**src/rtl/mbi5153_rx.sv**
```systemverilog
// Panel-side receiver for the MBI5153 grey-scale stream: oversamples DCLK/LATCH/lanes, rebuilds the
// daisy-chain shift registers and writes each data latch into the line RAM in sender layout.
module mbi5153_rx #(
    parameter int NUM_IC_CHAIN    = 4,
    parameter int NUM_CH_IC       = 16,
    parameter int IC_WORD_LENGTH  = 16,
    parameter int NUMBER_OF_LANES = 3,
    parameter int ADDR_WIDTH      = $clog2(NUM_IC_CHAIN * NUM_CH_IC)
) (
    input  logic                         i_clk,
    input  logic                         i_reset,
    input  logic                         i_dclk,
    input  logic                         i_latch,
    input  logic [NUMBER_OF_LANES-1:0]   i_r,
    input  logic [NUMBER_OF_LANES-1:0]   i_g,
    input  logic [NUMBER_OF_LANES-1:0]   i_b,
    output logic                         o_wr_en,
    output logic [ADDR_WIDTH-1:0]        o_wr_addr,
    output logic [23:0]                  o_wr_data0,
    output logic [23:0]                  o_wr_data1,
    output logic [23:0]                  o_wr_data2,
    output logic [$clog2(NUM_CH_IC)-1:0] o_ch_num,
    output logic                         o_vsync_stb,
    output logic                         o_cmd_stb,
    output logic [3:0]                   o_cmd_len,
    output logic                         o_busy,
    output logic                         o_frame_err,
    output logic                         o_overrun
);

    localparam int CHAIN_W = NUM_IC_CHAIN * IC_WORD_LENGTH;
    localparam int CNT_W   = $clog2(CHAIN_W) + 1;
    localparam int K_W     = (NUM_IC_CHAIN > 1) ? $clog2(NUM_IC_CHAIN) : 1;
    localparam int CH_W    = $clog2(NUM_CH_IC);

    typedef enum logic {
        StIdle,
        StWrite
    } state_t;

    // Input synchronizers (no reset: they only carry pin levels)
    logic                       r_dclk_s1, r_dclk_s2, r_dclk_h;
    logic                       r_lat_s1, r_lat_s2, r_lat_h;
    logic [NUMBER_OF_LANES-1:0] r_r_s1, r_r_s2;
    logic [NUMBER_OF_LANES-1:0] r_g_s1, r_g_s2;
    logic [NUMBER_OF_LANES-1:0] r_b_s1, r_b_s2;
    logic                       r_armed;

    logic [CHAIN_W-1:0] r_chain_r [NUMBER_OF_LANES];
    logic [CHAIN_W-1:0] r_chain_g [NUMBER_OF_LANES];
    logic [CHAIN_W-1:0] r_chain_b [NUMBER_OF_LANES];
    logic [CHAIN_W-1:0] r_hold_r  [NUMBER_OF_LANES];
    logic [CHAIN_W-1:0] r_hold_g  [NUMBER_OF_LANES];
    logic [CHAIN_W-1:0] r_hold_b  [NUMBER_OF_LANES];

    logic [CNT_W-1:0] r_bit_cnt;
    logic [3:0]       r_lat_cnt;
    logic [CH_W-1:0]  r_ch_num;
    logic [CH_W-1:0]  r_ch_lat;
    logic             r_frame_err;
    logic             r_overrun;
    logic             r_vsync_stb;
    logic             r_cmd_stb;
    logic [3:0]       r_cmd_len;
    logic [K_W-1:0]   r_k;
    state_t           r_state;
    state_t           w_state_next;

    logic w_dclk_rise;
    logic w_lat_fall;
    logic w_data_lat;
    logic w_vsync;
    logic w_cmd;
    logic w_last_k;
    logic [23:0] w_lane_data [3];

    always_ff @(posedge i_clk) begin
        r_dclk_s1 <= i_dclk;
        r_dclk_s2 <= r_dclk_s1;
        r_dclk_h  <= r_dclk_s2;
        r_lat_s1  <= i_latch;
        r_lat_s2  <= r_lat_s1;
        r_lat_h   <= r_lat_s2;
        r_r_s1    <= i_r;
        r_r_s2    <= r_r_s1;
        r_g_s1    <= i_g;
        r_g_s2    <= r_g_s1;
        r_b_s1    <= i_b;
        r_b_s2    <= r_b_s1;
    end

    // Edges are masked for one cycle after reset so the history flops settle on the live level.
    always_ff @(posedge i_clk) begin
        if (i_reset) r_armed <= 1'b0;
        else         r_armed <= 1'b1;
    end

    assign w_dclk_rise = r_armed & r_dclk_s2 & ~r_dclk_h;
    assign w_lat_fall  = r_armed & ~r_lat_s2 & r_lat_h;
    assign w_data_lat  = w_lat_fall && (r_lat_cnt == 4'd1);
    assign w_vsync     = w_lat_fall && (r_lat_cnt == 4'd3);
    assign w_cmd       = w_lat_fall && (r_lat_cnt != 4'd0) && (r_lat_cnt != 4'd1)
                         && (r_lat_cnt != 4'd3);
    assign w_last_k    = (r_k == K_W'(NUM_IC_CHAIN - 1));

    // Snapshot uses the pre-shift chain when a DCLK rise coincides with the LATCH fall.
    always_ff @(posedge i_clk) begin
        if (i_reset) begin
            for (int l = 0; l < NUMBER_OF_LANES; l++) begin
                r_chain_r[l] <= '0;
                r_chain_g[l] <= '0;
                r_chain_b[l] <= '0;
                r_hold_r[l]  <= '0;
                r_hold_g[l]  <= '0;
                r_hold_b[l]  <= '0;
            end
        end else begin
            for (int l = 0; l < NUMBER_OF_LANES; l++) begin
                if (w_data_lat) begin
                    r_hold_r[l] <= r_chain_r[l];
                    r_hold_g[l] <= r_chain_g[l];
                    r_hold_b[l] <= r_chain_b[l];
                end
                if (w_dclk_rise) begin
                    r_chain_r[l] <= {r_chain_r[l][CHAIN_W-2:0], r_r_s2[l]};
                    r_chain_g[l] <= {r_chain_g[l][CHAIN_W-2:0], r_g_s2[l]};
                    r_chain_b[l] <= {r_chain_b[l][CHAIN_W-2:0], r_b_s2[l]};
                end
            end
        end
    end

    always_ff @(posedge i_clk) begin
        if (i_reset) begin
            r_bit_cnt <= '0;
            r_lat_cnt <= '0;
        end else if (w_lat_fall) begin
            r_bit_cnt <= w_dclk_rise ? CNT_W'(1) : '0;
            r_lat_cnt <= '0;
        end else if (w_dclk_rise) begin
            if (r_bit_cnt != '1) r_bit_cnt <= r_bit_cnt + 1'b1;
            if (r_lat_s2 && (r_lat_cnt != 4'hF)) r_lat_cnt <= r_lat_cnt + 1'b1;
        end
    end

    always_ff @(posedge i_clk) begin
        if (i_reset) begin
            r_ch_num    <= '0;
            r_ch_lat    <= '0;
            r_frame_err <= 1'b0;
            r_overrun   <= 1'b0;
            r_vsync_stb <= 1'b0;
            r_cmd_stb   <= 1'b0;
            r_cmd_len   <= '0;
        end else begin
            r_vsync_stb <= w_vsync;
            r_cmd_stb   <= w_cmd;
            if (w_vsync || w_cmd) r_cmd_len <= r_lat_cnt;
            if (w_data_lat) begin
                r_ch_lat <= r_ch_num;
                r_ch_num <= (r_ch_num == CH_W'(NUM_CH_IC - 1)) ? '0 : r_ch_num + 1'b1;
                if (r_bit_cnt != CNT_W'(CHAIN_W)) r_frame_err <= 1'b1;
                if (r_state == StWrite) r_overrun <= 1'b1;
            end else if (w_vsync) begin
                r_ch_num <= '0;
            end
        end
    end

    always_ff @(posedge i_clk) begin
        if (i_reset) begin
            r_state <= StIdle;
            r_k     <= '0;
        end else begin
            r_state <= w_state_next;
            if (w_data_lat || r_state != StWrite || w_last_k) r_k <= '0;
            else                                           r_k <= r_k + 1'b1;
        end
    end

    // A data latch during readout restarts it with the fresh snapshot.
    always_comb begin
        w_state_next = r_state;
        unique case (r_state)
            StIdle:  if (w_data_lat) w_state_next = StWrite;
            StWrite: if (!w_data_lat && w_last_k) w_state_next = StIdle;
            default: w_state_next = StIdle;
        endcase
    end

    // k = 0 is the farthest IC, i.e. the oldest word in the chain.
    function automatic logic [7:0] top_byte(input logic [CHAIN_W-1:0] hold,
                                            input logic [K_W-1:0]     k);
        return 8'(hold >> ((NUM_IC_CHAIN - int'(k)) * IC_WORD_LENGTH - 8));
    endfunction

    for (genvar l = 0; l < 3; l++) begin : g_lane
        if (l < NUMBER_OF_LANES) begin : g_used
            assign w_lane_data[l] = {top_byte(r_hold_r[l], r_k), top_byte(r_hold_g[l], r_k),
                                     top_byte(r_hold_b[l], r_k)};
        end else begin : g_unused
            assign w_lane_data[l] = '0;
        end
    end

    assign o_wr_en     = (r_state == StWrite);
    assign o_busy      = (r_state == StWrite);
    assign o_wr_addr   = ADDR_WIDTH'(r_ch_lat) + ADDR_WIDTH'(r_k) * ADDR_WIDTH'(NUM_CH_IC);
    assign o_wr_data0  = w_lane_data[0];
    assign o_wr_data1  = w_lane_data[1];
    assign o_wr_data2  = w_lane_data[2];
    assign o_ch_num    = r_ch_num;
    assign o_vsync_stb = r_vsync_stb;
    assign o_cmd_stb   = r_cmd_stb;
    assign o_cmd_len   = r_cmd_len;
    assign o_frame_err = r_frame_err;
    assign o_overrun   = r_overrun;

endmodule

```
**config.mk**
```make
export PLATFORM = sky130hd
export DESIGN_NAME = mbi5153_rx
export DESIGN_NICKNAME = d
export VERILOG_FILES = /design/src/rtl/mbi5153_rx.sv
export SDC_FILE = /design/constraint.sdc
export NUM_CORES = 1
export LEC_CHECK = 0
export ABC_AREA = 1
export CAP_MARGIN = 20
export CORE_UTILIZATION = 40
export DETAILED_ROUTE_END_ITERATION = 12
export GPL_TIMING_DRIVEN = 1
export PLACE_DENSITY = 0.61
export SYNTH_ARGS = -nofsm -noshare
export SYNTH_HDL_FRONTEND = slang
export SYNTH_SLANG_ARGS = --single-unit
```
**constraint.sdc**
```tcl
create_clock -name i_clk -period 23.7 [get_ports i_clk]
set_input_delay 4.74 -clock i_clk [delete_from_list [all_inputs] [get_ports i_clk]]
set_output_delay 4.74 -clock i_clk [all_outputs]
set_load 0.1 [all_outputs]
```
==> qor_table.md, run 1 <==
| Metric | Reported |
| --- | --- |
| Met3 Resource Use GR | 2.63% |
| Register bit total from synthesis | 919 |
| Pwr Total | 3470 uW |
| Post-synth cell types | 31 |
| Total clock sinks | 919 |
| Lkg Pwr | 0.0161 uW |
| Die boundary width | 303 um |
| Number of vias after detailed routing | 19,792 |
| Worst relative slew slack | 24.8% |
| Arr. time, crit path | 6.04 ns |
| Adder-cell share of the synthesized area | 0.276% |
| Post-synthesis mux area share | 0% |
| Post-CTS sizing | 0 |
| H-tree lvl count | 3 |
| Cell-by-cell listing of the critical path | clkinv_2 > ha_2 > buf_4 > inv_2 > nor2_4 > inv_2 > buf_4 > or2_0 > o211ai_1 > inv_1 > clkdlybuf4s50_1 |
| Classification of the worst setup path | reg2out |
| Worst hold-check slack | 0.323 ns |
| PortBufs | 104 |
| Overall global routing resource usage | 14.5% |
| Overall die height | 303 um |
| Final-stage net count | 3,146 |
| Residual overflow from global routing | 0 |
| Min-Delay Path Class | reg2reg |
| Largest net degree at the start of global routing | 216 |
| Crit path buffers/inverters | 7 |
| Clock input transition at the sequential cells of the worst setup and hold paths | 0.06 ns |
| Final Hold Viols | 0 |
| Area of the mapped netlist | 36,300 um^2 |
| Fill cells | 8,275 |
| Worst-margin pin slew | 1.13 ns |
| Post-CTS setup repair buffer count | 0 |
| Setup crit start kind | register |
| Post-DR wirelength/cell | 15.1 um |
| Kind of end point of the critical path | output port |
| Critical path data required time | 18.96 ns |
| Antenna cells | 0 |
| Antenna violations before repair | 0 |
| Core box area | 90,000 um^2 |
| Register area share after synthesis | 74.5% |
| Count of TritonRoute iterations in the first routing pass | 7 |
| Share of the synthesized area in the top cell type | 71.5% |
| Final standard cell area without fillers | 41,000 um^2 |
| Gr busiest metal | met1 |
| Met1 routing resource usage after global routing | 21.7% |
| Global Route met2 Usage | 21.6% |
| Final critical delay including setup and external delays | 10.78 ns |
| Top area cells in the synthesized netlist | sky130_fd_sc_hd__edfxtp_1 71%, sky130_fd_sc_hd__nor2_1 10%, sky130_fd_sc_hd__inv_1 6.8% |
| Cell area after placement | 37,900 um^2 |
| Hold buffer count at CTS | 0 |
| Total negative slack for setup checks | 0 ns |
| Ratio of routed vias to standard cells | 4.52 |
| Largest buffer count on any clock path | 3 |
| Kind of cell with the highest combined delay on the critical path | buffers and inverters |
| Highest ir drop seen on vdd | 52.1 uV |
| Cts bufs inserted | 98 |
| Worst-case setup margin in the final layout | 12.92 ns |
| Placer congestion estimate | 0.768 |
| XOR/XNOR share of the synthesized area | 0.0241% |
| Largest stage delay on the critical path | 0.96 ns |
| Post-route DRC | 0 |
| Area of the multi-input gates | 5650 um^2 |
| Clk Tree Root Cell | sky130_fd_sc_hd__clkbuf_16 |
| Count of synthesis-stage warnings from yosys | 0 |
| Clock tree from TritonCTS | yes |
| Number of primary I/O pins | 105 |
| DIE AREA | 92,000 um^2 |
| Synth Area in Compound Gates | 3.00% |
| Master of the slowest instance on the critical path | sky130_fd_sc_hd__clkdlybuf4s50_1 |
| Simple-Gate Fraction of Synth Area | 12.2% |
| Post-Route Skew | 0.0298 ns |
| Synthesized netlist cell count | 3,035 |
| Syn-to-layout area delta | 12.8% |
| Number of global-route vias before repair | 18,999 |
| Cell taking the most area after synthesis | sky130_fd_sc_hd__edfxtp_1 |
| Dpl hpwl | 36,900 um |
| Placement Setup Slack | 13.57 ns |
| Global-route wire length before repair | 105,000 um |
| Crit share post-route | 45.5% |
| Maximum clock rate | 0.0928 GHz |
| Status | completed |
| Crit Path Max Fanout | 51 |
| Syn avg cell area | 12.0 um^2 |
| Flip-flop and latch area | 27,000 um^2 |
| Unrepaired setup endpoints after global routing | no |
| Max-cap violations | 0 |
| Initial standard-cell utilization of the core | 40.3% |
| Share of cells above drive strength 1 | 5.47% |
| Residual antenna-violating net count after detailed routing | 0 |
| Number of nets in the synthesized netlist | 3,056 |
| Count of routing violations after the opening detailed-route iteration | 1,821 |
| Num rows | 110 |
| Max-slew violations | 0 |
| Pwr per Cell Area | 84.8 nW/um^2 |
| Clock Latency Late Sink | 0.66 ns |
| Largest family of logic cells by synthesized area | simple AND/OR/NAND/NOR gates |
| Routed WL | 66,100 um |
| Final setup violation count | 0 |
cells in the mapped netlist:
cell and number:
sky130_fd_sc_hd__a211oi_1 5, sky130_fd_sc_hd__a21oi_1 33, sky130_fd_sc_hd__a22oi_1 9, sky130_fd_sc_hd__buf_1 4, sky130_fd_sc_hd__buf_2 20, sky130_fd_sc_hd__buf_4 2
sky130_fd_sc_hd__buf_6 82, sky130_fd_sc_hd__clkbuf_1 26, sky130_fd_sc_hd__dfxtp_1 55, sky130_fd_sc_hd__edfxtp_1 864, sky130_fd_sc_hd__ha_1 8, sky130_fd_sc_hd__inv_1 654
sky130_fd_sc_hd__inv_2 5, sky130_fd_sc_hd__nand2_1 79, sky130_fd_sc_hd__nand2_2 1, sky130_fd_sc_hd__nand2_4 1, sky130_fd_sc_hd__nand3_1 30, sky130_fd_sc_hd__nand3_2 1
sky130_fd_sc_hd__nand3b_1 1, sky130_fd_sc_hd__nand4_1 4, sky130_fd_sc_hd__nor2_1 1006, sky130_fd_sc_hd__nor2_2 12, sky130_fd_sc_hd__nor2_4 3, sky130_fd_sc_hd__nor2_8 1
sky130_fd_sc_hd__o211ai_1 13, sky130_fd_sc_hd__o21ai_0 62, sky130_fd_sc_hd__o21ai_1 1, sky130_fd_sc_hd__o221ai_1 40, sky130_fd_sc_hd__o22ai_1 9, sky130_fd_sc_hd__or2_0 3
sky130_fd_sc_hd__xnor2_1 1
final timing paths:
kind / start / end / slack, ns / depth (start not counted)
worst max-delay path: r_k[0]$_SDFF_PP0_ / o_wr_data1[9] / 12.92 / 11
worst min-delay path: r_r_s1[1]$_DFF_P_ / r_r_s2[1]$_DFF_P_ / 0.32 / 0
worst max register to register: r_armed$_DFF_P_ / r_chain_r[0][96]$_SDFFCE_PN0P_ / 19.13 / 8
worst min register to register: r_r_s1[1]$_DFF_P_ / r_r_s2[1]$_DFF_P_ / 0.32 / 0
sequential cells by signal, indices dropped and copies added, names as in the netlist, 3 cells and up:
name / cells
r_b_s1: 3
o_ch_num: 4
r_hold_r: 96
r_ch_lat: 4
r_chain_b: 192
r_chain_r: 192
r_hold_g: 96
r_hold_b: 96
r_g_s1: 3
r_lat_cnt: 4
o_cmd_len: 4
r_r_s1: 3
r_bit_cnt: 7
r_chain_g: 192
r_r_s2: 3
r_g_s2: 3
r_b_s2: 3
through the flow:
| stage | utilization (%) | std cells |
|---|---|---|
| floorplan | - | 3035 |
| global placement | 42.1 | 4199 |
| detailed placement | 42.1 | 4199 |
| CTS | 45.4 | 4374 |
| global route | 45.5 | 4376 |
| finish | 45.5 | 4376 |
cell usage in the layout, fill, tap and decap left out, types with 2 or more instances in the layout:
cell / instances
sky130_fd_sc_hd__o211ai_1: 13
sky130_fd_sc_hd__nor2_4: 3
sky130_fd_sc_hd__clkinv_1: 18
sky130_fd_sc_hd__clkbuf_1: 29
sky130_fd_sc_hd__ha_1: 7
sky130_fd_sc_hd__nand4_1: 4
sky130_fd_sc_hd__a22oi_1: 9
sky130_fd_sc_hd__buf_12: 2
sky130_fd_sc_hd__inv_2: 2
sky130_fd_sc_hd__dfxtp_1: 55
sky130_fd_sc_hd__o22ai_1: 9
sky130_fd_sc_hd__buf_16: 2
sky130_fd_sc_hd__nand2_1: 78
sky130_fd_sc_hd__clkbuf_16: 101
sky130_fd_sc_hd__buf_4: 16
sky130_fd_sc_hd__nand3_1: 30
sky130_fd_sc_hd__a211oi_1: 5
sky130_fd_sc_hd__o21ai_0: 62
sky130_fd_sc_hd__edfxtp_1: 864
sky130_fd_sc_hd__inv_8: 2
sky130_fd_sc_hd__or2_0: 3
sky130_fd_sc_hd__nor2_2: 12
sky130_fd_sc_hd__a21oi_1: 33
sky130_fd_sc_hd__clkdlybuf4s50_1: 104
sky130_fd_sc_hd__bufinv_16: 6
sky130_fd_sc_hd__inv_1: 653
sky130_fd_sc_hd__nor2_1: 1006
sky130_fd_sc_hd__o221ai_1: 40
sky130_fd_sc_hd__clkinv_2: 18
per-layer routing:
layer	up-vias	wire length, um
li1	9820	-
met1	9544	32200
met2	326	29700
met3	102	3070
met4	0	1190
met5	-	0
worst register-to-register path, delay by kind of cell, from the launching register on:
family	cells	cell delay [ns]
and+or+nand+nor	3	1.02
DFF	1	0.37
buffers and inverters	5	2.77
where the power goes:
group	total, uW	internal [uW]	leakage [uW]	switching [uW]
registers	1870	1850	0.00950	19.9
logic	145	27.8	0.00514	117
clock network	1460	846	0.00149	616
cells by family after synthesis:
group / Yosys count
xor+xnor: 1
compound gates: 172
flops: 919
fa+ha+maj: 8
simple gates: 1142
buf+inv: 793
area by class of cell:
cell class | instances | area share [%]
flip-flops and latches | 919 | 66.0
multi-input cells | 1323 | 13.8
clock buffers | 130 | 6.44
inverters | 659 | 6.08
well taps | 1176 | 3.59
repair buffers | 124 | 3.07
clock inverters | 45 | 1.00
Note: power is estimated with default switching activity, not from simulation.
==> run 2: changes to the inputs <==
Clock period 23.7 ns to 10.5 ns, I/O delays scaled along.
==> qor_table.md, run 2 (synthesis gave the netlist of run 1 again) <==
| Metric | Reported |
| --- | --- |
| Post-route DRC | 0 |
| Number of global-route vias before repair | 18,816 |
| Worst hold path stage count | 0 |
| Core box area | 90,000 um^2 |
| Number of primary I/O pins | 105 |
| Largest stage delay on the critical path | 1.12 ns |
| Total negative slack for setup checks | 0 ns |
| Min-Delay Path Class | reg2reg |
| Count of TritonRoute iterations in the first routing pass | 11 |
| Placer congestion estimate | 0.764 |
| Worst relative slew slack | 20.9% |
| Routed WL | 65,000 um |
| Share of cells above drive strength 1 | 5.39% |
| Dpl hpwl | 35,500 um |
| Launch point of the critical path | r_k[0]$_SDFF_PP0_ |
| Post-DR wirelength/cell | 14.9 um |
| Clock tree from TritonCTS | yes |
| Highest ir drop seen on vdd | 136 uV |
| PortBufs | 104 |
| Clock Latency Late Sink | 0.64 ns |
| Count of routing violations after the opening detailed-route iteration | 1,632 |
| Antenna cells | 0 |
| H-tree lvl count | 3 |
| Cts bufs inserted | 95 |
| Setup crit start kind | register |
| Classification of the worst setup path | reg2out |
| Hold path start | r_b_s1[0]$_DFF_P_ |
| Pwr Total | 7740 uW |
| Post-route non-filler standard cell count | 4,370 |
| Max-cap violations | 0 |
| Hold buffer count at CTS | 0 |
| Reg-to-Reg End | r_chain_r[0][34]$_SDFFCE_PN0P_ |
| Final standard cell area without fillers | 40,800 um^2 |
| Total clock sinks | 919 |
| Crit share post-route | 73.4% |
| Clk Tree Root Cell | sky130_fd_sc_hd__clkbuf_16 |
| Number of placed instances, taps included | 4,197 |
| Initial standard-cell utilization of the core | 40.3% |
| Post-Route Skew | 0.0193 ns |
| Largest buffer count on any clock path | 3 |
| Register-to-Register Path Depth | 5 |
| Num rows | 110 |
| Cell-by-cell listing of the critical path | clkinv_2 > ha_2 > buf_4 > nor2_4 > clkinv_2 > buf_4 > o21ai_0 > o221ai_1 > inv_1 > clkdlybuf4s50_1 |
| Worst-margin pin slew | 1.19 ns |
| Lkg Pwr | 0.0161 uW |
| Registers with the highest flip-flop counts | r_chain_b (192), r_chain_g (192), r_chain_r (192) |
| Overall die height | 303 um |
| Number of vias after detailed routing | 19,759 |
| Reg-to-reg slack, setup | 7.44 ns |
| Fill cells | 8,258 |
| Ratio of routed vias to standard cells | 4.52 |
| Final critical delay including setup and external delays | 7.70 ns |
| Max-slew violations | 0 |
| Post-CTS sizing | 0 |
| End point of the worst hold path | r_b_s2[0]$_DFF_P_ |
| Global-route wire length before repair | 103,000 um |
| Overall global routing resource usage | 14.3% |
| Kind of end point of the critical path | output port |
| Master of the slowest instance on the critical path | sky130_fd_sc_hd__clkdlybuf4s50_1 |
| Die boundary width | 303 um |
| Status | completed |
| Critical path data required time | 8.40 ns |
| Residual antenna-violating net count after detailed routing | 0 |
| Residual overflow from global routing | 0 |
| DIE AREA | 92,000 um^2 |
| Cell area after placement | 37,900 um^2 |
| Arr. time, crit path | 5.60 ns |
| Unrepaired setup endpoints after global routing | no |
| Final Hold Viols | 0 |
| Beginning of the worst register-to-register path | r_armed$_DFF_P_ |
| Clock input transition at the sequential cells of the worst setup and hold paths | 0.06 ns |
| Most frequent standard cell in the layout excluding fill and tap cells | sky130_fd_sc_hd__nor2_1 |
| Pwr per Cell Area | 190 nW/um^2 |
| Final setup violation count | 0 |
| Crit Path Max Fanout | 74 |
| Maximum clock rate | 0.130 GHz |
| Antenna violations before repair | 0 |
| Syn-to-layout area delta | 12.5% |
| Final-stage net count | 3,139 |
| Commonest cells after routing, fill and taps aside | 1,006 x sky130_fd_sc_hd__nor2_1, 864 x sky130_fd_sc_hd__edfxtp_1, 653 x sky130_fd_sc_hd__inv_1, 104 x sky130_fd_sc_hd__clkdlybuf4s50_1, 97 x sky130_fd_sc_hd__clkbuf_16 |
| Post-CTS setup repair buffer count | 0 |
| Largest net degree at the start of global routing | 193 |
[run 2: routing by layer]
layer | global-route usage (%) | up-vias | part of all wire, %
met5 | 0 | - | 0
met4 | 4.73 | 0 | 2.0
met3 | 2.54 | 82 | 4.4
met2 | 21.4 | 324 | 45
met1 | 21.0 | 9545 | 48
li1 | - | 9808 | -
[run 2: layout make-up]
type                       instances  area, um^2  area share (%)
timing repair buffer             120        1220            3.00
tap                             1176        1470            3.60
multi-input combinational       1323        5660            13.9
inverter                         659        2490            6.10
sequential                       919       27000            66.2
clock buffer                     123        2550            6.26
clock inverter                    50         383           0.938
[run 2: worst max path at each step]
stage               slack, ns                             to  cells past startpoint
floorplan                0.34  r_chain_b[0][0]$_SDFFCE_PN0P_                      4
global placement         3.53                 o_wr_data1[15]                     10
detailed placement       3.31                 o_wr_data1[23]                     10
CTS                      2.57                 o_wr_data1[23]                     10
global route             2.43                 o_wr_data1[23]                     10
finish                   2.80                 o_wr_data1[23]                     10
[run 2: critical path, delay by kind of cell (launching register included)]
kind / cells / cell delay, ns
DFF: 1 / 0.72
adders and majority gates: 1 / 0.29
and+or+nand+nor: 1 / 0.74
AOI/OAI and AO/OA: 2 / 0.38
buffers and inverters: 6 / 2.68
[run 2: report_power, final]
group	switching (uW)	internal, uW
logic	262	61.0
registers	45.9	4170
clock network	1370	1840
total	1680	6070
[run 2: stage by stage]
| step | hold WS (ns) | worst slack, ns | util, % |
|---|---|---|---|
| CTS | 0.325 | 2.57 | 45.4 |
| global route | 0.324 | 2.43 | 45.4 |
| floorplan | 0.310 | 0.344 | - |
| finish | 0.313 | 2.80 | 45.4 |
| detailed placement | 0.312 | 3.31 | 42.1 |
| global placement | 0.311 | 3.53 | 42.1 |
==> run 3: changes to the inputs <==
Clock period 10.5 ns to 7.5 ns, I/O delays scaled along.
==> qor_table.md, run 3 (synthesis gave the netlist of run 1 again) <==
| Metric | Reported |
| --- | --- |
| Register-to-Register Path Depth | 7 |
| Clock input transition at the sequential cells of the worst setup and hold paths | 0.06 ns |
| Max-cap violations | 0 |
| Routed WL | 66,300 um |
| Worst relative slew slack | 27.1% |
| Crit path buffers/inverters | 5 |
| Clk Tree Root Cell | sky130_fd_sc_hd__clkbuf_16 |
| Residual overflow from global routing | 0 |
| Most frequent standard cell in the layout excluding fill and tap cells | sky130_fd_sc_hd__nor2_1 |
| Final Hold Viols | 0 |
| Placer congestion estimate | 0.754 |
| Max-slew violations | 0 |
| Die boundary width | 303 um |
| Util after Layout | 45.5% |
| Worst-margin pin slew | 1.09 ns |
| Kind of end point of the critical path | output port |
| Count of TritonRoute iterations in the first routing pass | 7 |
| Core box area | 90,000 um^2 |
| Post-Route Skew | 0.0387 ns |
| Initial standard-cell utilization of the core | 40.3% |
| Number of primary I/O pins | 105 |
| Classification of the worst setup path | reg2out |
| DIE AREA | 92,000 um^2 |
| Cell area after placement | 37,800 um^2 |
| Registers with the highest flip-flop counts | r_chain_b (192), r_chain_g (192), r_chain_r (192) |
| Setup crit start kind | register |
| Dpl hpwl | 36,700 um |
| Share of cells above drive strength 1 | 8.14% |
| Post-CTS setup repair buffer count | 0 |
| H-tree lvl count | 3 |
| Lkg Pwr | 0.0163 uW |
| Cell-by-cell listing of the critical path | clkinv_2 > ha_2 > nor2_4 > clkinv_2 > buf_4 > o21ai_0 > o221ai_1 > inv_1 > buf_4 |
| Pwr per Cell Area | 268 nW/um^2 |
| Antenna violations before repair | 0 |
| Overall global routing resource usage | 14.5% |
| Post-CTS sizing | 0 |
| Min-Delay Path Class | reg2reg |
| Post-route DRC | 0 |
| Clock tree from TritonCTS | yes |
| Clock Latency Late Sink | 0.67 ns |
| Total clock sinks | 919 |
| Largest stage delay on the critical path | 1.06 ns |
| Ratio of routed vias to standard cells | 4.51 |
| PortBufs | 104 |
| Number of global-route vias before repair | 19,037 |
| Crit Path Max Fanout | 69 |
| Status | completed |
| Total negative slack for setup checks | 0 ns |
| Number of vias after detailed routing | 19,761 |
| Final standard cell area without fillers | 40,900 um^2 |
| Worst hold path stage count | 0 |
| Final critical delay including setup and external delays | 6.90 ns |
| Final setup violation count | 0 |
| Unrepaired setup endpoints after global routing | no |
| Final-stage net count | 3,143 |
| Syn-to-layout area delta | 12.8% |
| Cts bufs inserted | 97 |
| Critical path data required time | 6.00 ns |
| Kind of cell with the highest combined delay on the critical path | buffers and inverters |
| Post-DR wirelength/cell | 15.1 um |
| Crit share post-route | 92.0% |
| Logic depth of the worst path, buffers included | 9 |
| Residual antenna-violating net count after detailed routing | 0 |
| Master of the slowest instance on the critical path | sky130_fd_sc_hd__clkinv_2 |
| Largest buffer count on any clock path | 3 |
| Highest ir drop seen on vdd | 180 uV |
| Num rows | 110 |
| Global-route wire length before repair | 104,000 um |
| Largest net degree at the start of global routing | 155 |
| Antenna cells | 0 |
| Commonest cells after routing, fill and taps aside | 1,006 x sky130_fd_sc_hd__nor2_1, 864 x sky130_fd_sc_hd__edfxtp_1, 653 x sky130_fd_sc_hd__inv_1, 97 x sky130_fd_sc_hd__clkbuf_16, 78 x sky130_fd_sc_hd__nand2_1 |
| Count of routing violations after the opening detailed-route iteration | 1,571 |
| Overall die height | 303 um |
| Hold buffer count at CTS | 0 |
| Arr. time, crit path | 5.40 ns |
| Maximum clock rate | 0.145 GHz |
run 3: cell types whose count changed in the layout (fill, tap and decap cells not counted), sizes merged:
cell           change
buf               +74
bufinv             -2
clkbuf             +8
clkdlybuf4s50     -72
clkinv             +3
clkinvlp           +3
inv                -3
run 3: layout make-up:
| class | count | area [um^2] |
|---|---|---|
| flip-flops and latches | 919 | 27000 |
| multi-input cells | 1323 | 5660 |
| repair buffers | 122 | 1160 |
| clock inverters | 51 | 482 |
| fillers | 8248 | 49100 |
| inverters | 659 | 2490 |
| well taps | 1176 | 1470 |
| clock buffers | 131 | 2650 |
run 3: through the flow:
stage                     total power [uW]  hold slack, ns  worst slack (ns)  cells
after floorplan                       6380           0.310             0.698   3035
after global placement                6460           0.314              1.39   4199
after detailed placement              6470           0.315              1.19   4199
after CTS                            11100           0.328             0.439   4381
after global routing                 11400           0.333             0.116   4381
final                                11000           0.326             0.600   4381
run 3: power by group:
part           total, uW  switching, uW  internal [uW]
combinational        457            371           85.3
clock               4630           2030           2610
sequential          5900           63.7           5840
total              11000           2460           8530
run 3: final timing paths:
kind / startpoint / end / slack, ns
worst max-delay path: r_k[0]$_SDFF_PP0_ / o_wr_data1[7] / 0.60
worst min-delay path: r_dclk_s1$_DFF_P_ / r_dclk_s2$_DFF_P_ / 0.33
worst max register to register: r_lat_cnt[1]$_SDFFE_PP0P_ / r_hold_r[0][92]$_SDFFCE_PN0P_ / 4.21
worst min register to register: r_dclk_s1$_DFF_P_ / r_dclk_s2$_DFF_P_ / 0.33
run 3: layer usage:
| layer | global-route usage, % | vias to the layer above | routed length [um] | part of all wire, % |
|---|---|---|---|---|
| met1 | 21.1 | 9526 | 31900 | 48 |
| met4 | 4.82 | 0 | 1370 | 2.1 |
| li1 | - | 9817 | - | - |
| met2 | 22.0 | 331 | 30100 | 45 |
| met3 | 2.52 | 87 | 2920 | 4.4 |
| met5 | 0 | - | 0 | 0 |
